$ cat src/rtl/loader_pkg.sv
// Shared constants for the instruction loader: FSM state codes, default widths
// and the default end-of-program word.
package loader_pkg;

  localparam int unsigned DEFAULT_UART_BUS_SIZE        = 8;
  localparam int unsigned DEFAULT_INSTRUCTION_BUS_SIZE = 32;
  localparam int unsigned DEFAULT_COUNT_BUS_SIZE       = 7;
  localparam int unsigned BYTES_PER_WORD =
      DEFAULT_INSTRUCTION_BUS_SIZE / DEFAULT_UART_BUS_SIZE;

  localparam logic [31:0] HALT_INSTRUCTION_DEFAULT = 32'hFFFF_FFFF;

  typedef logic [2:0] state_t;

  localparam state_t StIdle    = 3'd0;
  localparam state_t StClear   = 3'd1;
  localparam state_t StReceive = 3'd2;
  localparam state_t StPop     = 3'd3;
  localparam state_t StCheck   = 3'd4;
  localparam state_t StWrite   = 3'd5;
  localparam state_t StDone    = 3'd6;
  localparam state_t StError   = 3'd7;

  function automatic logic is_busy_state(state_t s);
    return (s == StClear) || (s == StReceive) || (s == StPop) ||
           (s == StCheck) || (s == StWrite);
  endfunction

endpackage

$ cat src/rtl/word_assembler.sv
// Big-endian byte packer: each shift pushes a byte in at the LSB end, so the
// first byte of a word ends up in the top bits once the word is complete.
module word_assembler #(
  parameter int unsigned ByteWidth = 8,
  parameter int unsigned WordWidth = 32
) (
  input  logic                 clk,
  input  logic                 reset,
  input  logic                 shift,
  input  logic                 clear,
  input  logic [ByteWidth-1:0] data_byte,
  output logic [WordWidth-1:0] word,
  output logic                 last_byte
);

  localparam int unsigned BytesPerWord = WordWidth / ByteWidth;
  localparam int unsigned IdxWidth     = $clog2(BytesPerWord + 1);

  logic [IdxWidth-1:0] idx_q;

  always_ff @(posedge clk) begin
    if (reset || clear) begin
      word  <= '0;
      idx_q <= '0;
    end else if (shift) begin
      word  <= {word[WordWidth-ByteWidth-1:0], data_byte};
      idx_q <= idx_q + 1'b1;
    end
  end

  // idx_q counts bytes already shifted in, so this is high in the POP after the final byte.
  assign last_byte = (idx_q == IdxWidth'(BytesPerWord));

endmodule

$ cat src/rtl/instruction_loader.sv
// Loads the MIPS instruction memory from the UART RX FIFO: clear, then pack
// bytes big-endian into words and write them until the halt word is stored.
module instruction_loader
  import loader_pkg::*;
#(
  parameter int unsigned UART_BUS_SIZE        = DEFAULT_UART_BUS_SIZE,
  parameter int unsigned INSTRUCTION_BUS_SIZE = DEFAULT_INSTRUCTION_BUS_SIZE,
  parameter int unsigned COUNT_BUS_SIZE       = DEFAULT_COUNT_BUS_SIZE,
  parameter logic [INSTRUCTION_BUS_SIZE-1:0] HALT_INSTRUCTION = HALT_INSTRUCTION_DEFAULT
) (
  input  logic                            i_clk,
  input  logic                            i_reset,
  input  logic                            i_start,
  input  logic                            i_abort,
  input  logic                            i_uart_empty,
  input  logic [UART_BUS_SIZE-1:0]        i_uart_data_rd,
  input  logic                            i_ins_mem_full,
  output logic                            o_uart_rd,
  output logic                            o_clear_program,
  output logic                            o_ins_mem_wr,
  output logic [INSTRUCTION_BUS_SIZE-1:0] o_ins,
  output logic                            o_busy,
  output logic                            o_done,
  output logic                            o_error,
  output logic [COUNT_BUS_SIZE-1:0]       o_word_count
);

  state_t                          state_q, state_d;
  logic                            asm_shift, asm_clear, asm_last;
  logic                            start_load;
  logic [INSTRUCTION_BUS_SIZE-1:0] asm_word;

  word_assembler #(
    .ByteWidth(UART_BUS_SIZE),
    .WordWidth(INSTRUCTION_BUS_SIZE)
  ) u_word_assembler (
    .clk      (i_clk),
    .reset    (i_reset),
    .shift    (asm_shift),
    .clear    (asm_clear),
    .data_byte(i_uart_data_rd),
    .word     (asm_word),
    .last_byte(asm_last)
  );

  always_comb begin
    state_d    = state_q;
    asm_shift  = 1'b0;
    asm_clear  = 1'b0;
    start_load = 1'b0;
    if (i_abort) begin
      state_d   = StIdle;
      asm_clear = 1'b1;
    end else begin
      case (state_q)
        StIdle, StDone, StError: begin
          if (i_start) begin
            state_d    = StClear;
            start_load = 1'b1;
            asm_clear  = 1'b1;
          end else if (state_q == StDone) begin
            state_d = StIdle;
          end
        end
        StClear: state_d = StReceive;
        StReceive: begin
          if (!i_uart_empty) begin
            asm_shift = 1'b1;
            state_d   = StPop;
          end
        end
        // The POP cycle lets the FIFO empty flag settle before the next sample.
        StPop:   state_d = asm_last ? StCheck : StReceive;
        StCheck: state_d = i_ins_mem_full ? StError : StWrite;
        StWrite: begin
          if (asm_word == HALT_INSTRUCTION) begin
            state_d = StDone;
          end else begin
            asm_clear = 1'b1;
            state_d   = StReceive;
          end
        end
        default: state_d = StIdle;
      endcase
    end
  end

  // Every output is a registered decode of the next state.
  always_ff @(posedge i_clk) begin
    if (i_reset) begin
      state_q         <= StIdle;
      o_uart_rd       <= 1'b0;
      o_clear_program <= 1'b0;
      o_ins_mem_wr    <= 1'b0;
      o_ins           <= '0;
      o_busy          <= 1'b0;
      o_done          <= 1'b0;
      o_error         <= 1'b0;
      o_word_count    <= '0;
    end else begin
      state_q         <= state_d;
      o_uart_rd       <= asm_shift;
      o_clear_program <= (state_d == StClear);
      o_ins_mem_wr    <= (state_d == StWrite);
      o_busy          <= is_busy_state(state_d);
      o_done          <= (state_d == StDone);
      if (state_d == StWrite) begin
        o_ins <= asm_word;
        if (!(&o_word_count)) begin
          o_word_count <= o_word_count + 1'b1;
        end
      end
      if (start_load) begin
        o_word_count <= '0;
        o_error      <= 1'b0;
      end else if ((state_q == StCheck) && (state_d == StError)) begin
        o_error <= 1'b1;
      end
    end
  end

endmodule

$ cat config.mk
export PLATFORM = sky130hd
export DESIGN_NAME = instruction_loader
export DESIGN_NICKNAME = d
export VERILOG_FILES = /design/src/rtl/loader_pkg.sv /design/src/rtl/word_assembler.sv /design/src/rtl/instruction_loader.sv
export SDC_FILE = /design/constraint.sdc
export NUM_CORES = 1
export LEC_CHECK = 0
export CORE_MARGIN = 4
export CORE_UTILIZATION = 50
export DETAILED_ROUTE_END_ITERATION = 10
export GPL_TIMING_DRIVEN = 0
export PLACE_DENSITY = 0.77
export SLEW_MARGIN = 20
export SYNTH_ARGS = -nofsm -noshare
export SYNTH_HDL_FRONTEND = slang
export SYNTH_SLANG_ARGS = --single-unit
export TNS_END_PERCENT = 10
$ cat constraint.sdc
create_clock -name i_clk -period 5.7 [get_ports i_clk]
set_clock_uncertainty 0.05 [all_clocks]
set_input_delay 1.425 -clock i_clk [delete_from_list [all_inputs] [get_ports i_clk]]
set_output_delay 1.425 -clock i_clk [all_outputs]
set_load 0.005 [all_outputs]
==> results.ini <==
[route]
vias = 2739
ant_nets = 0
totalWireLength_mm = 7.41
vias_per_cell = 5.41
route.detailed.drc = 0
drtIter0Drc = 190
post_drt_wl_per_cell_um = 14.6
dr.pass1.iters = 4

[die]
io_pins = 59
initial_core_util_pct = 52.8
die_w_um = 88.0
rows = 28
fp.coreArea_sq_um = 6060
die_h_um = 88.0
die_area_sq_um = 7750

[sta]
holdWs_ns = 0.426
maxSlewHeadroom_pct = 47.9
rsz0062_at_grt = false
slew_violations = 0
tns_ns = 0
period_needed_ns = 3.42
fin_crit_sh_pct = 59.9
fin_ws_ns = 2.28
setup_viol = 0
hold_violations = 0
worst-slew-pin-transition_ns = 0.775
fmax_mhz = 293

[power]
leakage_uw = 0.00157
p_sw_uw = 217
vdd_ir_drop_max_mv = 0.190
p_int_uw = 819
seqPwrFrac_pct = 56.2
power_density_nw_per_um2 = 254
clockPowerShare_pct = 39.7
power_frac_comb_pct = 4.1
switching_share_pct = 21.0

[synthesis]
postSynth.asyncResetShare_pct = 0
synth_edf_count = 0
yosys-top-cells-count = 83 x dfxtp_1, 71 x nand2_1, 41 x nor2_1
syn_area_per_cell_sq_um = 8.90
yosysSeqAreaShare_pct = 51.9
ys_ff_latch = 83
synth_area_sq_um = 3200
synth_most_common_cell = dfxtp_1
ys.flop_type = dfxtp_1
synth_cells = 360
yosysWarnings = 0
yosys-top-cells-area = dfxtp_1 52%, mux2i_1 10%, nand2_1 8.3%, a21oi_1 5.9%, nor2_1 4.8%
synth_cell_types = 39
netlist.area_leader.share_pct = 51.9
synth_area_leader_cell = dfxtp_1
syn_nets = 377

[critical_path]
cpPeakStageDelay_ns = 0.54
crit_fanout = 10
critPathCaptureType = register
ff2ff_setup_slack_ns = 3.20
cp.arrival_ns = 3.66
crit_type = in -> reg
cp_data_required_time_ns = 5.94
cp_num_buf_inv = 2
crit_chain = clkdlybuf4s50_1, o21bai_1, a221o_1, or4b_1, buf_2, or4_1, nand2_1
cpLargestDelayFamily = simple AND/OR/NAND/NOR gates
cp_slowest_cell = clkdlybuf4s50_1
worst_setup_path_start_kind = input pin

[finish]
final_nets = 446
fin_cells = 506
regArea_sq_um = 1660
layout-drive-gt1-share_pct = 5.80
fillers = 502
fin_util_pct = 67.2
synthToLayoutAreaGrowth_pct = 27.1
multi_input_comb_area_sq_um = 1410
n_antenna_cell = 0

[place]
post-place-ws_ns = 1.96
dp.cells = 493
place_hpwl_mm = 5.42
gp_congestion = 0.881
portBuffers = 58

[grt]
first_global_vias = 2680
grt-ovfl-total = 0
grt_pass1_wl_mm = 12.6
grt_use_total_pct = 20.7
antenna_found_initial = 0
grt_max_degree = 13

[clocking]
cts_tree = built
cts_max_path_buffers = 2
postCtsHoldBufs = 0
cts_buffers = 9
cts_resized = 0
cts-root-buf = clkbuf_8
clock_latency_ns = 0.34
clk_pin_slew_worst_paths_ns = 0.08
cts_max_level = 3
post-cts-setup-buffer-count = 0
clock-sinks = 83

[run_status]
status = finished, final reports clean

[job]
max_cap_viol_count = 0

[hold_path]
hold_class = reg -> reg

[path summary, 6_finish.rpt]
check | start | end | cells after the start
max | i_start | o_word_count[3]$_SDFFE_PP0P_ | 7
min | u_word_assembler.word[29]$_SDFFE_PP0P_ | u_word_assembler.word[29]$_SDFFE_PP0P_ | 2
max reg2reg | u_word_assembler.word[22]$_SDFFE_PP0P_ | u_word_assembler.word[12]$_SDFFE_PP0P_ | 7
min reg2reg | u_word_assembler.word[29]$_SDFFE_PP0P_ | u_word_assembler.word[29]$_SDFFE_PP0P_ | 2
[layout by cell type, fill, tap and decap left out, types with 2 or more instances in the layout]
| cell type | count |
|---|---|
| nor2_1 | 41 |
| nand4_1 | 12 |
| o211ai_1 | 3 |
| o21a_1 | 3 |
| a2111oi_0 | 2 |
| or3_1 | 3 |
| nand2_1 | 71 |
| nand3_1 | 3 |
| dfxtp_1 | 83 |
| o21ai_0 | 2 |
| mux2i_1 | 32 |
| a21oi_1 | 38 |
| clkbuf_8 | 11 |
| nor3_1 | 4 |
| buf_2 | 4 |
| clkdlybuf4s50_1 | 58 |
| ha_1 | 3 |
| nor4_1 | 2 |
| clkbuf_1 | 15 |
| nor2b_1 | 2 |
| or4_1 | 3 |
| or2_2 | 2 |
| a211oi_1 | 3 |
| inv_1 | 8 |
| nand2b_1 | 2 |
| buf_6 | 3 |
[stage by stage]
stage | power, uW | area (sq um)
finish | 1040 | 4070
global route | 1070 | 4070
CTS | 1040 | 4070
detailed placement | 638 | 3880
global placement | 637 | 3880
floorplan | 618 | 3200
[final cells by class]
type / instances / share of cell area, %
plain buffers: 22 / 2.70
clock buffers: 11 / 3.72
clock inverters: 2 / 0.922
inverters: 8 / 0.737
multi-input cells: 247 / 34.6
flip-flops and latches: 83 / 40.8
well taps: 75 / 2.30
repair buffers: 58 / 14.3
[power by group through the flow]
| stage | clock [uW] | combinational, uW | sequential, uW |
|---|---|---|---|
| after floorplan | 0 | 21.5 | 596 |
| after global placement | 0 | 41.2 | 596 |
| after detailed placement | 0 | 41.9 | 596 |
| after CTS | 413 | 42.3 | 583 |
| after global routing | 437 | 46.4 | 583 |
| final | 411 | 42.2 | 583 |
[cell families after synthesis]
family / Yosys count / synth area share [%]
adders and majority gates: 3 / 1.17
muxes: 32 / 10.0
DFF: 83 / 51.9
buffers and inverters: 30 / 4.37
and+or+nand+nor: 152 / 21.1
AOI/OAI and AO/OA: 58 / 10.9
xor gates and xnor gates: 2 / 0.547
[sequential cells by signal, indices dropped and copies added, names as in the netlist, 3 cells and up]
register and flops:
state_q 3, u_word_assembler.idx_q 3, u_word_assembler.word 32, o_word_count 7
o_ins 32
[routing by layer]
metal | vias up | share of wire [%] | global-route usage [%]
li1 | 1363 | - | -
met1 | 1293 | 47 | 27.4
met2 | 73 | 46 | 33.2
met3 | 10 | 5.8 | 5.46
met4 | 0 | 1.6 | 6.87
met5 | - | 0 | 0
[worst reg2reg max path, delay by kind of cell, from the launching register on]
kind,cells,cell delay [ns]
flops,1,0.40
compound gates,2,0.39
buf+inv,2,0.46
simple gates,3,1.11
(Power assumes the default switching activity.)
